===== src/rtl/cipher_tx_pkg.sv =====
// rtl/cipher_tx_pkg.sv - shared FSM states and frame constants (CIPHER_UART_TX_PARITY_EN)
package cipher_tx_pkg;

  typedef enum logic [2:0] {
    ST_IDLE   = 3'd0,
    ST_START  = 3'd1,
    ST_DATA   = 3'd2,
`ifdef CIPHER_UART_TX_PARITY_EN
    ST_PARITY = 3'd3,
`endif
    ST_STOP   = 3'd4
  } state_e;

  localparam int FRAME_BITS_NO_PARITY = 10;
  localparam int FRAME_BITS_PARITY    = 11;
`ifdef CIPHER_UART_TX_PARITY_EN
  localparam int FRAME_BITS = FRAME_BITS_PARITY;
`else
  localparam int FRAME_BITS = FRAME_BITS_NO_PARITY;
`endif

  localparam logic IDLE_LEVEL = 1'b1;

endpackage


===== src/rtl/tx_byte_fifo.sv =====
// rtl/tx_byte_fifo.sv - ciphertext byte FIFO; a push while full is accepted only alongside a pop
module tx_byte_fifo #(
  parameter int DEPTH = 4
) (
  input  logic                       clk,
  input  logic                       reset,
  input  logic                       push,
  input  logic                       pop,
  input  logic [7:0]                 din,
  output logic [7:0]                 dout,
  output logic [$clog2(DEPTH):0]     count,
  output logic                       full,
  output logic                       empty
);
  localparam int AW = $clog2(DEPTH);
  localparam logic [AW:0]   DEPTH_C = (AW+1)'(DEPTH);
  localparam logic [AW:0]   ONE_C   = (AW+1)'(1);
  localparam logic [AW-1:0] PONE_C  = AW'(1);

  logic [7:0]    mem_q [DEPTH];
  logic [AW-1:0] wr_ptr_q, rd_ptr_q;
  logic [AW:0]   count_q, count_d;
  logic          wr_ok;

  assign full  = (count_q == DEPTH_C);
  assign empty = (count_q == '0);
  assign count = count_q;
  assign dout  = mem_q[rd_ptr_q];
  assign wr_ok = push && (!full || pop);

  always_comb begin
    count_d = count_q;
    case ({wr_ok, pop})
      2'b10:   count_d = count_q + ONE_C;
      2'b01:   count_d = count_q - ONE_C;
      default: count_d = count_q;
    endcase
  end

  always_ff @(posedge clk) begin
    if (wr_ok) mem_q[wr_ptr_q] <= din;
  end

  // power-of-two depth lets the pointers wrap by natural overflow
  always_ff @(posedge clk or negedge reset) begin
    if (!reset) begin
      wr_ptr_q <= '0;
      rd_ptr_q <= '0;
      count_q  <= '0;
    end else begin
      count_q <= count_d;
      if (wr_ok) wr_ptr_q <= wr_ptr_q + PONE_C;
      if (pop)   rd_ptr_q <= rd_ptr_q + PONE_C;
    end
  end

endmodule


===== src/rtl/cipher_uart_tx.sv =====
// rtl/cipher_uart_tx.sv - buffered UART transmitter for cipher output; CIPHER_UART_TX_PARITY_EN adds even parity
module cipher_uart_tx
  import cipher_tx_pkg::*;
#(
  parameter int CLKS_PER_BIT = 868,
  parameter int FIFO_DEPTH   = 4
) (
  input  logic       clk,
  input  logic       reset,
  input  logic       wr_en,
  input  logic [7:0] din,
  output logic       full,
  output logic       overflow,
  input  logic       ovf_clr,
  output logic       tx,
  output logic       busy,
  output logic       irq,
  input  logic       irq_ack
);
  localparam int          CW       = $clog2(FIFO_DEPTH) + 1;
  localparam logic [15:0] BIT_LAST = 16'(CLKS_PER_BIT - 1);

  state_e      state_q;
  logic [15:0] baud_q;
  logic [2:0]  bit_q;
  logic [7:0]  shift_q;
  logic        tx_q, busy_q;
  logic        irq_q, irq_d;
  logic        ovf_q, ovf_d;
`ifdef CIPHER_UART_TX_PARITY_EN
  logic        par_q;
`endif

  logic          bit_end, pop, drop, to_idle;
  logic [7:0]    fifo_dout;
  logic [CW-1:0] fifo_count;
  logic          fifo_full, fifo_empty;

  tx_byte_fifo #(.DEPTH(FIFO_DEPTH)) u_fifo (
    .clk   (clk),
    .reset (reset),
    .push  (wr_en),
    .pop   (pop),
    .din   (din),
    .dout  (fifo_dout),
    .count (fifo_count),
    .full  (fifo_full),
    .empty (fifo_empty)
  );

  assign bit_end = (baud_q == BIT_LAST);
  // head byte leaves the FIFO on the same edge that loads the shifter
  assign pop     = !fifo_empty && ((state_q == ST_IDLE) || ((state_q == ST_STOP) && bit_end));
  assign drop    = wr_en && fifo_full && !pop;
  assign to_idle = (state_q == ST_STOP) && bit_end && (fifo_count == '0);

  always_comb begin
    irq_d = irq_q;
    if (irq_ack)      irq_d = 1'b0;
    else if (to_idle) irq_d = 1'b1;
    ovf_d = ovf_q;
    if (drop)         ovf_d = 1'b1;
    else if (ovf_clr) ovf_d = 1'b0;
  end

  always_ff @(posedge clk or negedge reset) begin
    if (!reset) begin
      irq_q <= 1'b0;
      ovf_q <= 1'b0;
    end else begin
      irq_q <= irq_d;
      ovf_q <= ovf_d;
    end
  end

  always_ff @(posedge clk or negedge reset) begin
    if (!reset) begin
      state_q <= ST_IDLE;
      baud_q  <= '0;
      bit_q   <= '0;
      shift_q <= '0;
      tx_q    <= IDLE_LEVEL;
      busy_q  <= 1'b0;
`ifdef CIPHER_UART_TX_PARITY_EN
      par_q   <= 1'b0;
`endif
    end else begin
      baud_q <= (state_q == ST_IDLE || bit_end) ? '0 : baud_q + 16'd1;
      if (pop) begin
        state_q <= ST_START;
        shift_q <= fifo_dout;
        tx_q    <= 1'b0;
        busy_q  <= 1'b1;
`ifdef CIPHER_UART_TX_PARITY_EN
        par_q   <= ^fifo_dout;
`endif
      end else if (bit_end) begin
        case (state_q)
          ST_START: begin
            state_q <= ST_DATA;
            bit_q   <= '0;
            tx_q    <= shift_q[0];
          end
          ST_DATA: begin
            if (bit_q == 3'd7) begin
`ifdef CIPHER_UART_TX_PARITY_EN
              state_q <= ST_PARITY;
              tx_q    <= par_q;
`else
              state_q <= ST_STOP;
              tx_q    <= IDLE_LEVEL;
`endif
            end else begin
              shift_q <= shift_q >> 1;
              tx_q    <= shift_q[1];
              bit_q   <= bit_q + 3'd1;
            end
          end
`ifdef CIPHER_UART_TX_PARITY_EN
          ST_PARITY: begin
            state_q <= ST_STOP;
            tx_q    <= IDLE_LEVEL;
          end
`endif
          ST_STOP: begin
            state_q <= ST_IDLE;
            tx_q    <= IDLE_LEVEL;
            busy_q  <= 1'b0;
          end
          default: begin
            state_q <= ST_IDLE;
            tx_q    <= IDLE_LEVEL;
            busy_q  <= 1'b0;
          end
        endcase
      end
    end
  end

  assign tx       = tx_q;
  assign busy     = busy_q;
  assign irq      = irq_q;
  assign overflow = ovf_q;
  assign full     = fifo_full;

endmodule


===== config.mk =====
export PLATFORM = sky130hd
export DESIGN_NAME = cipher_uart_tx
export DESIGN_NICKNAME = d
export VERILOG_FILES = /design/src/rtl/cipher_tx_pkg.sv /design/src/rtl/tx_byte_fifo.sv /design/src/rtl/cipher_uart_tx.sv
export SDC_FILE = /design/constraint.sdc
export NUM_CORES = 1
export LEC_CHECK = 0
export CAP_MARGIN = 30
export CELL_PAD_IN_SITES_DETAIL_PLACEMENT = 1
export CELL_PAD_IN_SITES_GLOBAL_PLACEMENT = 1
export CORE_ASPECT_RATIO = 1.5
export CORE_MARGIN = 2
export CORE_UTILIZATION = 50
export DETAILED_ROUTE_END_ITERATION = 7
export HOLD_SLACK_MARGIN = 0.05
export PLACE_DENSITY_LB_ADDON = 0.12
export SYNTH_ARGS = -nofsm -noshare
export SYNTH_HDL_FRONTEND = slang
export SYNTH_SLANG_ARGS = --single-unit

===== constraint.sdc =====
create_clock -name clk -period 3.75 [get_ports clk]
set_clock_uncertainty 0.05 [all_clocks]
set_input_delay 0.75 -clock clk [delete_from_list [all_inputs] [get_ports clk]]
set_output_delay 0.75 -clock clk [all_outputs]
set_load 0.05 [all_outputs]

==> results.md <==
- Critical path depth: 10
- CTS tree: yes
- Initial Utilization: 0.5178
- Hold buffer count at CTS: 0
- Pre-Repair DR Iteration Count: 4
- Vias per inst: roughly 6
- Rel. slew slack: 0.6080
- Area growth syn-to-layout: 13.10%
- Total negative slack: 0 ns
- Crit-path max FO: 10
- Initial antenna violation count: 0
- Top Ports: 18
- ANT cells: 0
- Gr busiest metal: met2
- Tightest Pin Transition: 0.5880 ns
- Post-synth EDFFs: 32
- Power per cell area: 629.0 nW/um^2
- Setup Viol. Count Final: 0
- GRT overflow: 0
- Syn_nets: 288
- Met2 Use GR: 0.3671
- Post-Synth Simple-Gate Area: 0.1406
- Data arrival time of the critical path: around 3.2 ns
- Crit path cell chain: ha_1, and4b_1, a41o_1, and3_1, nand2_1, fa_1, nand2b_1, a21oi_1, a31oi_1, o221ai_1
- Max-cap viol count: 0
- Chip height: roughly 100 um
- Multiplexer share of the synthesized area: 0.05956
- Library cells used by synthesis: 56
- Placer Congestion: 0.7756
- Worst hold path class: input pin to asynchronous set/reset pin
- RSZ-0062 raised after global routing: false
- Port Buffers: 17
- Max-slew violations: 0
- FMAX: 332.6 MHz
- Core area: 6531 um^2
- Met1 Track Usage GR: 0.2165
- Die X: approximately 71 um
- Per-cell routed wire length: 17.93 um
- Share of layout cells above drive strength 1: 0.1229
- Syn_area_per_cell: approximately 13 um^2
- Post-DP HPWL: roughly 4.9 mm
- Residual DRC count: 0
- CP endpoint kind: register
- Warnings from Yosys: 0
- Detailed Route Iter0 Violations: 73
- Fin. Hold Viols: 0
- Post-CTS setup buffer count: 0
- Clock-pin slew on the worst setup and hold paths: 0.09 ns
- Reg2Reg Depth: 10
- Largest family of logic cells by synthesized area: simple AND/OR/NAND/NOR gates
- Mapped cell area: 3382 um^2
- PostCTS Resize Cnt: 0
- Layout Nets: 309
- WP buf/inv: 0
- Number of routed nets with antenna violations: 0
- Crit Path Class: register to register
- Synth Area in Compound Gates: 0.1136
- Largest net degree at the start of global routing: 42
- Post-route cell area: 3825 um^2
- M3 GR Usage: 0.06075
- Synth Register Bits: 73
- Hold WS: between 0.2 and 0.3 ns
- Sequential area share after synthesis: 0.5879
- Vias: 2,158
- Clk root buf: clkbuf_8
- Placed Cells: 352
- # H-tree levels: 3
- Critical Path RT: between 3 and 4 ns
- Crit-path slowest cell: and3_1
- Cell count after synthesis: 267
- Post-synth top flop: dfrtp_1
- Total track usage: 0.2021
- Finished Layout Cells: about 370
- CP startpoint kind: register
- Cell family with most CP delay: simple AND/OR/NAND/NOR gates
- Clk sinks: 73
- Status: completed
- Filler cells: 654
- Crit path largest cell delay: 0.47 ns
- Fin crit period: between 3 and 4 ns
- Leakage: 0.001587 uW
- Xor and xnor fraction of the mapped netlist area: 0.04144
- Vias in the first global route: 2,404
- Placement Cell Area: 3613 um^2
- First-pass GRT wire length: 11.42 mm
- CTS buffer count: 9
- Core Rows: 36
- Die area: 7451 um^2
- Fin crit share: 0.8018
- Worst skew pair latency: 0.36 ns
- Synth Area in Adders: 0.03182
- Final wirelength: roughly 6.6 mm
- Clk buf depth: 2
- VDD IR-drop max: 0.4311 mV
- Post-synthesis async set-or-reset flop share: 0.5616
## cells by family after synthesis
group / count (synthesis)
and+or+nand+nor: 88
DFF: 73
AOI/OAI and AO/OA: 51
buffers and inverters: 21
xor gates and xnor gates: 16
muxes: 10
adders and majority gates: 8
## area by class of cell
type / count / area [um^2] / share of cell area
Inverter: 12 / 45.04 / 0.01178
Sequential cell: 73 / 1988 / 0.5198
Tap cell: 76 / 95.09 / 0.02486
Timing Repair Buffer: 19 / 196.4 / 0.05136
Clock inverter: 7 / 67.56 / 0.01766
Clock buffer: 9 / 123.9 / 0.03238
Multi-Input combinational cell: 173 / 1309 / 0.3422
## final timing paths
check	startpoint	slack [ns]	endpoint
max reg2reg	baud_q[0]$_DFF_PN0_	0.74	u_fifo.count[2]$_DFFE_PN0P_
min reg2reg	shift_q[5]$_DFFE_PN0P_	0.44	shift_q[5]$_DFFE_PN0P_
min in group clk	shift_q[5]$_DFFE_PN0P_	0.44	shift_q[5]$_DFFE_PN0P_
min	reset	0.27	baud_q[5]$_DFF_PN0_
max in group asynchronous	reset	2.90	u_fifo.count[0]$_DFFE_PN0P_
max	baud_q[0]$_DFF_PN0_	0.74	u_fifo.count[2]$_DFFE_PN0P_
## cell usage in the layout, fill, tap and decap left out, types with 2 or more instances in the layout
| cell type | n |
|---|---|
| a21o_1 | 7 |
| ha_1 | 7 |
| and3_1 | 5 |
| dfrtp_1 | 40 |
| clkbuf_8 | 9 |
| edfxtp_1 | 32 |
| nor2_1 | 27 |
| mux4_2 | 8 |
| nand4_1 | 3 |
| xnor2_1 | 8 |
| a21oi_1 | 7 |
| nand3_1 | 8 |
| and2_1 | 4 |
| inv_1 | 12 |
| o21ai_0 | 10 |
| nand2_1 | 16 |
| inv_8 | 3 |
| xor2_1 | 8 |
| or3_1 | 3 |
| and4_1 | 4 |
| a22o_1 | 8 |
| clkdlybuf4s50_1 | 16 |
| inv_6 | 3 |
| nor3_1 | 6 |
| o31ai_1 | 2 |
| nand2b_1 | 3 |
## per-stage QoR
step                      worst slack, ns    util  power, uW
after global routing               0.5397  0.5856       2565
after detailed placement           0.7905  0.5533       1834
after global placement             0.8562  0.5515       1797
after floorplan                     1.208       -       1646
after CTS                          0.7615  0.5826       2438
final                              0.7434  0.5856       2406
## sequential cells by signal (all words and copies together) (netlist names), 2 cells and up
| signal | count |
|---|---|
| u_fifo.rd_ptr_q | 2 |
| bit_q | 3 |
| baud_q | 16 |
| u_fifo.wr_ptr_q | 2 |
| u_fifo.count | 3 |
| state_q | 3 |
| u_fifo.mem_q | 32 |
| shift_q | 8 |
## layer usage
layer	vias to the layer above	wire (um)
met5	-	0
met4	0	106
met3	10	174
met2	29	3755
met1	1093	2578
li1	1026	-
## report_power, final
part | internal, uW | switching [uW]
combinational | 301 | 296
sequential | 1030 | 181
clock | 261 | 340
total | 1590 | 817
## Yosys cell counts (2+ instances only)
cell / number / area [um^2]
xor2_1: 8 / 70.07
o21ai_0: 10 / 50.05
buf_2: 2 / 10.01
nand2_1: 16 / 60.06
o31ai_1: 2 / 15.01
nor3_1: 6 / 30.03
inv_1: 12 / 45.04
mux4_2: 8 / 180.2
and3_1: 5 / 31.28
nand4_1: 3 / 18.77
nor2_1: 27 / 101.4
a22o_1: 8 / 70.07
a21oi_1: 7 / 35.03
or3_1: 3 / 18.77
nand3_1: 8 / 40.04
xnor2_1: 8 / 70.07
and2_1: 4 / 25.02
edfxtp_1: 32 / 960.9
nand2b_1: 3 / 18.77
ha_1: 7 / 87.58
dfrtp_1: 40 / 1001
and4_1: 4 / 35.03
clkbuf_1: 5 / 18.77
a21o_1: 7 / 52.55
(Power assumes the default switching activity.)
==> RTL edit 1 (same settings) <==
Set the parameter `FIFO_DEPTH` to 2 (it was 4).
--- a/src/rtl/cipher_uart_tx.sv
+++ b/src/rtl/cipher_uart_tx.sv
@@ -3,7 +3,7 @@
   import cipher_tx_pkg::*;
 #(
   parameter int CLKS_PER_BIT = 868,
-  parameter int FIFO_DEPTH   = 4
+  parameter int FIFO_DEPTH   = 2
 ) (
   input  logic       clk,
   input  logic       reset,
Function: changed (Yosys sat finds a counterexample within 4 cycles, from zero or initial values and one cycle with reset low).
==> RTL edit 1 against the unedited design <==
Critical path depth is 5 lower. Sequential share of layout area is 0.75 points lower. Final cell count is 17% lower. Setup slack worse by 0.027 ns. Hold slack better by 0.20 ns. Sequential cell count is 19 lower. Synthesized area is 27% lower. First-iteration DRC count is 38% higher. Clock power is 34% lower. Global-route usage is 0.063 points lower. Die area is 26% lower. Wire length is 24% lower. Power is 28% lower. Design area is 27% lower. Critical path type unchanged. Critical endpoint is now u_fifo.mem_q[1][0]$_DFFE_PP_. Highest routed layer unchanged.
==> RTL edit 1: results <==
metrics = {
    "route": {
        "wirelength_um": 5001,
        "dr.pass1.iters": 4,
        "drt_iter0_markers": 101,
        "vias": 1731,
    },
    "cts": {
        "clkLatencyLatePin_ns": 0.30,
        "cts_setup_buffers": 0,
        "numCtsBuffers": 5,
        "clkSlewWorstSetupHoldPaths_ns": 0.10,
        "clockRootBuffer": "clkbuf_8",
        "cts.htree.levels": 2,
        "ctsResizeCount": 0,
        "clockBufferDepth": 2,
    },
    "global_routing": {
        "grt_pass1_vias": 1841,
        "use_met1_pct": 22.18,
        "use_met2_pct": 36.97,
        "gr-usage-all-layers_pct": 20.14,
        "grt_max_degree": 39,
        "grtUsageMet3_pct": 3.165,
        "grt_pass1_wl_um": 8424,
        "grt_overflow": 0,
        "antenna_found_initial": 0,
    },
    "place": {
        "dp_slack_ns": 0.6726,
        "place.gp.congestion": 0.8695,
        "io_buffers": 17,
        "dp_hpwl_um": 3709,
    },
    "worst_hold_path": {
        "holdPathEnd": "baud_q[0]$_DFF_PN0_",
        "min-delay-path-class": "reg -> reg",
        "hold_start": "baud_q[0]$_DFF_PN0_",
        "min_delay_path_depth": 1,
    },
    "critical_path": {
        "reg2reg_slack_ns": 0.72,
        "cp_max_fo": 8,
        "rr_endpoint": "u_fifo.mem_q[1][0]$_DFFE_PP_",
        "reg2reg_depth": 5,
        "critical_path_arrival_ns": 2.93,
        "worstSetupStartpoint": "baud_q[3]$_DFF_PN0_",
    },
    "synth": {
        "synth.area.top_cells": "dfrtp_1 37%, edfxtp_1 19%, mux2i_1 6.5%",
        "async_flop_share_pct": 70.37,
        "yosysUniqueCellTypes": 39,
        "synth_edf_count": 16,
        "ys_top_cells_by_count": "37 x dfrtp_1, 31 x nor2_1, 16 x edfxtp_1, 16 x mux2i_1",
        "ys_warn_count": 0,
        "seq_area_frac_synth_pct": 57.97,
        "syn_nets": 240,
    },
    "timing": {
        "tightest_slew_ns": 0.8432,
        "holdWs_ns": 0.4665,
    },
    "power": {
        "irDropWorstVdd_uv": 381.0,
        "p_leak_nw": 1.167,
    },
    "layout": {
        "largestRegisters": "baud_q (16), u_fifo.mem_q (16), shift_q (8)",
        "nets": 254,
        "n_antenna_cell": 0,
        "nFillCells": 529,
        "drive_above_1_share_pct": 6.695,
    },
    "outcome": {
        "status": "completed",
    },
}
[RTL edit 1: cell count changes after synthesis, moves of 4 or more]
cell      unedited run  this run
a21o_1               7         1
a22o_1               8         0
and2_1               4         0
edfxtp_1            32        16
ha_1                 7         3
inv_1               12         5
mux2i_1              1        16
mux4_2               8         0
nor2_1              27        31
nor3_1               6        15
[RTL edit 1: worst max path at each step]
stage / endpoint / slack, ns / cells past startpoint
3_5_place_dp: u_fifo.mem_q[0][2]$_DFFE_PP_ / 0.67 / 5
5_1_grt: u_fifo.mem_q[1][0]$_DFFE_PP_ / 0.49 / 5
3_3_place_gp: u_fifo.mem_q[0][2]$_DFFE_PP_ / 0.77 / 5
6_report: u_fifo.mem_q[1][0]$_DFFE_PP_ / 0.72 / 5
4_1_cts: u_fifo.mem_q[0][7]$_DFFE_PP_ / 0.66 / 5
2_1_floorplan: u_fifo.mem_q[1][0]$_DFFE_PP_ / 1.05 / 6
[RTL edit 1: layout make-up]
| cell class | instances | area share (%) |
|---|---|---|
| flip-flops and latches | 54 | 51.23 |
| clock inverters | 3 | 1.700 |
| repair buffers | 19 | 6.443 |
| clock buffers | 5 | 2.461 |
| multi-input cells | 153 | 34.54 |
| inverters | 5 | 0.6711 |
| well taps | 66 | 2.953 |
[RTL edit 1: per-layer routing]
| layer | vias to the layer above | wire length (um) |
|---|---|---|
| met5 | - | 0 |
| met4 | 0 | 85 |
| met3 | 8 | 122 |
| met2 | 34 | 2917 |
| met1 | 874 | 1875 |
| li1 | 815 | - |
[RTL edit 1: through the flow]
| stage | cells | utilization (%) | cell area [um2] |
|---|---|---|---|
| 2_1_floorplan | 224 | - | 2471 |
| 3_3_place_gp | 296 | 55.57 | 2673 |
| 3_5_place_dp | 297 | 55.72 | 2680 |
| 4_1_cts | 305 | 58.14 | 2796 |
| 5_1_grt | 305 | 58.14 | 2796 |
| 6_report | 305 | 58.14 | 2796 |
[RTL edit 1: logic make-up after synthesis]
group	Yosys count	synth area share, %
simple gates	91	18.03
flops	54	57.97
compound gates	26	7.038
xor+xnor	17	6.026
buf+inv	17	2.937
mux	16	6.481
fa+ha+maj	3	1.519
[RTL edit 1: power by group]
part	total [mW]	internal, mW	switching (mW)
combinational	0.440	0.193	0.246
clock	0.394	0.202	0.191
sequential	0.893	0.760	0.134
[RTL edit 1: critical path, stage by stage (launching register included)]
cell	delay, ns
dfrtp_1	0.43
or4_1	0.52
or4_1	0.70
a21oi_1	0.30
o31ai_1	0.15
nor2_1	0.52
==> RTL edit 2 (same flow settings) <==
Without the edit above. Register the input `irq_ack` before use. The logic sees it one clock later. The other inputs are not delayed to match.
--- a/src/rtl/cipher_uart_tx.sv
+++ b/src/rtl/cipher_uart_tx.sv
@@ -19,6 +19,12 @@
 );
   localparam int          CW       = $clog2(FIFO_DEPTH) + 1;
   localparam logic [15:0] BIT_LAST = 16'(CLKS_PER_BIT - 1);
+
+  logic irq_ack_q;
+
+  always_ff @(posedge clk) begin
+    irq_ack_q <= irq_ack;
+  end
 
   state_e      state_q;
   logic [15:0] baud_q;
@@ -56,7 +62,7 @@
 
   always_comb begin
     irq_d = irq_q;
-    if (irq_ack)      irq_d = 1'b0;
+    if (irq_ack_q)      irq_d = 1'b0;
     else if (to_idle) irq_d = 1'b1;
     ovf_d = ovf_q;
     if (drop)         ovf_d = 1'b1;
Check against the original RTL: no difference found for any inputs over 10 cycles, from zero or initial values and one cycle with reset low; that may be too few to reach the edited logic, so the function may still have changed.
==> RTL edit 2 against the unedited design <==
Design area hardly changed. Clock power is 9.2% higher. First-iteration DRC count is 18% lower. Synthesized area is 0.30% lower. Non-clock buffer count is 2 higher. Synthesized cell count is 0.37% higher. Sequential cell count is 1 higher. Wire length is 7.6% lower. Final cell count is 0.27% higher. Setup slack better by 0.17 ns. Via count is 2.9% lower. Power is 17% lower.
==> RTL edit 2: results <==
metrics = {
    "outcome": {
        "status": "completed",
    },
    "place": {
        "place.gp.congestion": 0.8158,
        "placed_area_um2": 3596,
        "dp_hpwl_um": 4437,
        "dp_cells": 353,
    },
    "synth": {
        "synth-xor-area-share_pct": 4.416,
        "seq_area_frac_synth_pct": 59.55,
        "async_flop_share_pct": 55.41,
        "synth_compound_area_share_pct": 8.868,
        "synth.area.top_cells": "dfrtp_1 30%, edfxtp_1 28%, mux4_2 5.3%",
        "ys_warn_count": 0,
        "syn_nets": 289,
        "synth.area.mux_share_pct": 7.495,
        "syn_inst": 268,
        "ys.flop_type": "dfrtp_1",
        "synthAdderAreaFrac_pct": 3.191,
        "yosysUniqueCellTypes": 55,
        "ys_top_cells_by_count": "40 x dfrtp_1, 32 x edfxtp_1, 25 x nor2_1",
    },
    "layout": {
        "drive_above_1_share_pct": 13.61,
        "n_antenna_cell": 0,
        "nFillCells": 667,
        "nets": 310,
    },
    "critical_path": {
        "critical_path_arrival_ns": 2.04,
        "rr_endpoint": "u_fifo.count[1]$_DFFE_PN0P_",
        "reg2reg_depth": 10,
        "reg2reg_slack_ns": 0.92,
        "cp_max_fo": 6,
    },
    "route": {
        "highest_layer": "met4",
        "vias": 2096,
        "viasPerCell": 5.665,
        "wl_met2_um": 3295,
        "wirelength_um": 6114,
        "drt_iter0_markers": 60,
        "wl_met1_um": 2528,
        "wl_met3_um": 177,
    },
    "power": {
        "irDropWorstVdd_uv": 392.1,
        "p_leak_nw": 1.462,
    },
    "timing": {
        "tightest_slew_ns": 0.5981,
        "holdWs_ns": 0.1327,
    },
    "cts": {
        "ctsResizeCount": 0,
        "clockBufferDepth": 2,
        "clkSlewWorstSetupHoldPaths_ns": 0.08,
        "cts_setup_buffers": 0,
    },
    "global_routing": {
        "grt_pass1_wl_um": 10600,
        "gr-usage-all-layers_pct": 18.71,
        "grt_pass1_vias": 2238,
        "antenna_found_initial": 0,
    },
    "worst_hold_path": {
        "min-delay-path-class": "in -> async",
    },
}
RTL edit 2: cell types whose count changed in the layout (fill, tap and decap cells not counted), sizes merged, moves of 4 or more:
cell,change
inv,-8
nand2,+6
o21ai,+7
a21o,-5
a22o,-8
mux2i,+4
clkinv,+5
RTL edit 2: kinds of logic after synthesis:
| kind of cell | after synthesis |
|---|---|
| buf+inv | 22 |
| mux | 15 |
| compound gates | 42 |
| flops | 74 |
| simple gates | 90 |
| xor+xnor | 17 |
| fa+ha+maj | 8 |
RTL edit 2: critical path, stage by stage (launching register included):
cell             delay, ns
dfrtp_1               0.44
nor2b_1               0.20
nand2_1               0.12
inv_1                 0.12
clkdlybuf4s50_1       0.80
RTL edit 2: worst max-delay path by stage:
stage | from | to | slack (ns) | depth (start not counted)
after floorplan | baud_q[0]$_DFF_PN0_ | u_fifo.count[1]$_DFFE_PN0P_ | 0.84 | 12
after global placement | wr_en | u_fifo.count[1]$_DFFE_PN0P_ | 0.77 | 8
after detailed placement | wr_en | u_fifo.count[1]$_DFFE_PN0P_ | 0.67 | 8
after CTS | u_fifo.count[2]$_DFFE_PN0P_ | full | 0.90 | 4
after global routing | baud_q[0]$_DFF_PN0_ | u_fifo.count[1]$_DFFE_PN0P_ | 0.73 | 10
final | u_fifo.count[2]$_DFFE_PN0P_ | full | 0.91 | 4
RTL edit 2: cell type report:
type	instances	area [um2]	share of cell area [%]
clock buffer	9	123.9	3.240
multi-input combinational	172	1264	33.05
tap	76	95.09	2.487
clock inverter	7	83.83	2.192
timing repair buffer	21	207.7	5.432
inverter	11	41.29	1.080
sequential	74	2008	52.52
RTL edit 2: where the power goes:
part | leakage [nW] | switching [mW] | internal [mW]
Combinational | 0.545 | 0.197 | 0.134
Sequential | 0.815 | 0.0498 | 0.955
Clock | 0.102 | 0.288 | 0.367
RTL edit 2: metrics by stage:
step,util [%],setup slack [ns]
6_report,58.54,0.9110
3_5_place_dp,55.06,0.6709
2_1_floorplan,-,0.8401
4_1_cts,58.24,0.8954
3_3_place_gp,54.94,0.7714
5_1_grt,58.54,0.7328
RTL edit 2: metal layers:
metal	global-route usage, %	up-vias
met4	7.951	0
met1	22.15	1047
met2	31.71	23
met3	5.014	10
met5	0	-
li1	-	1016
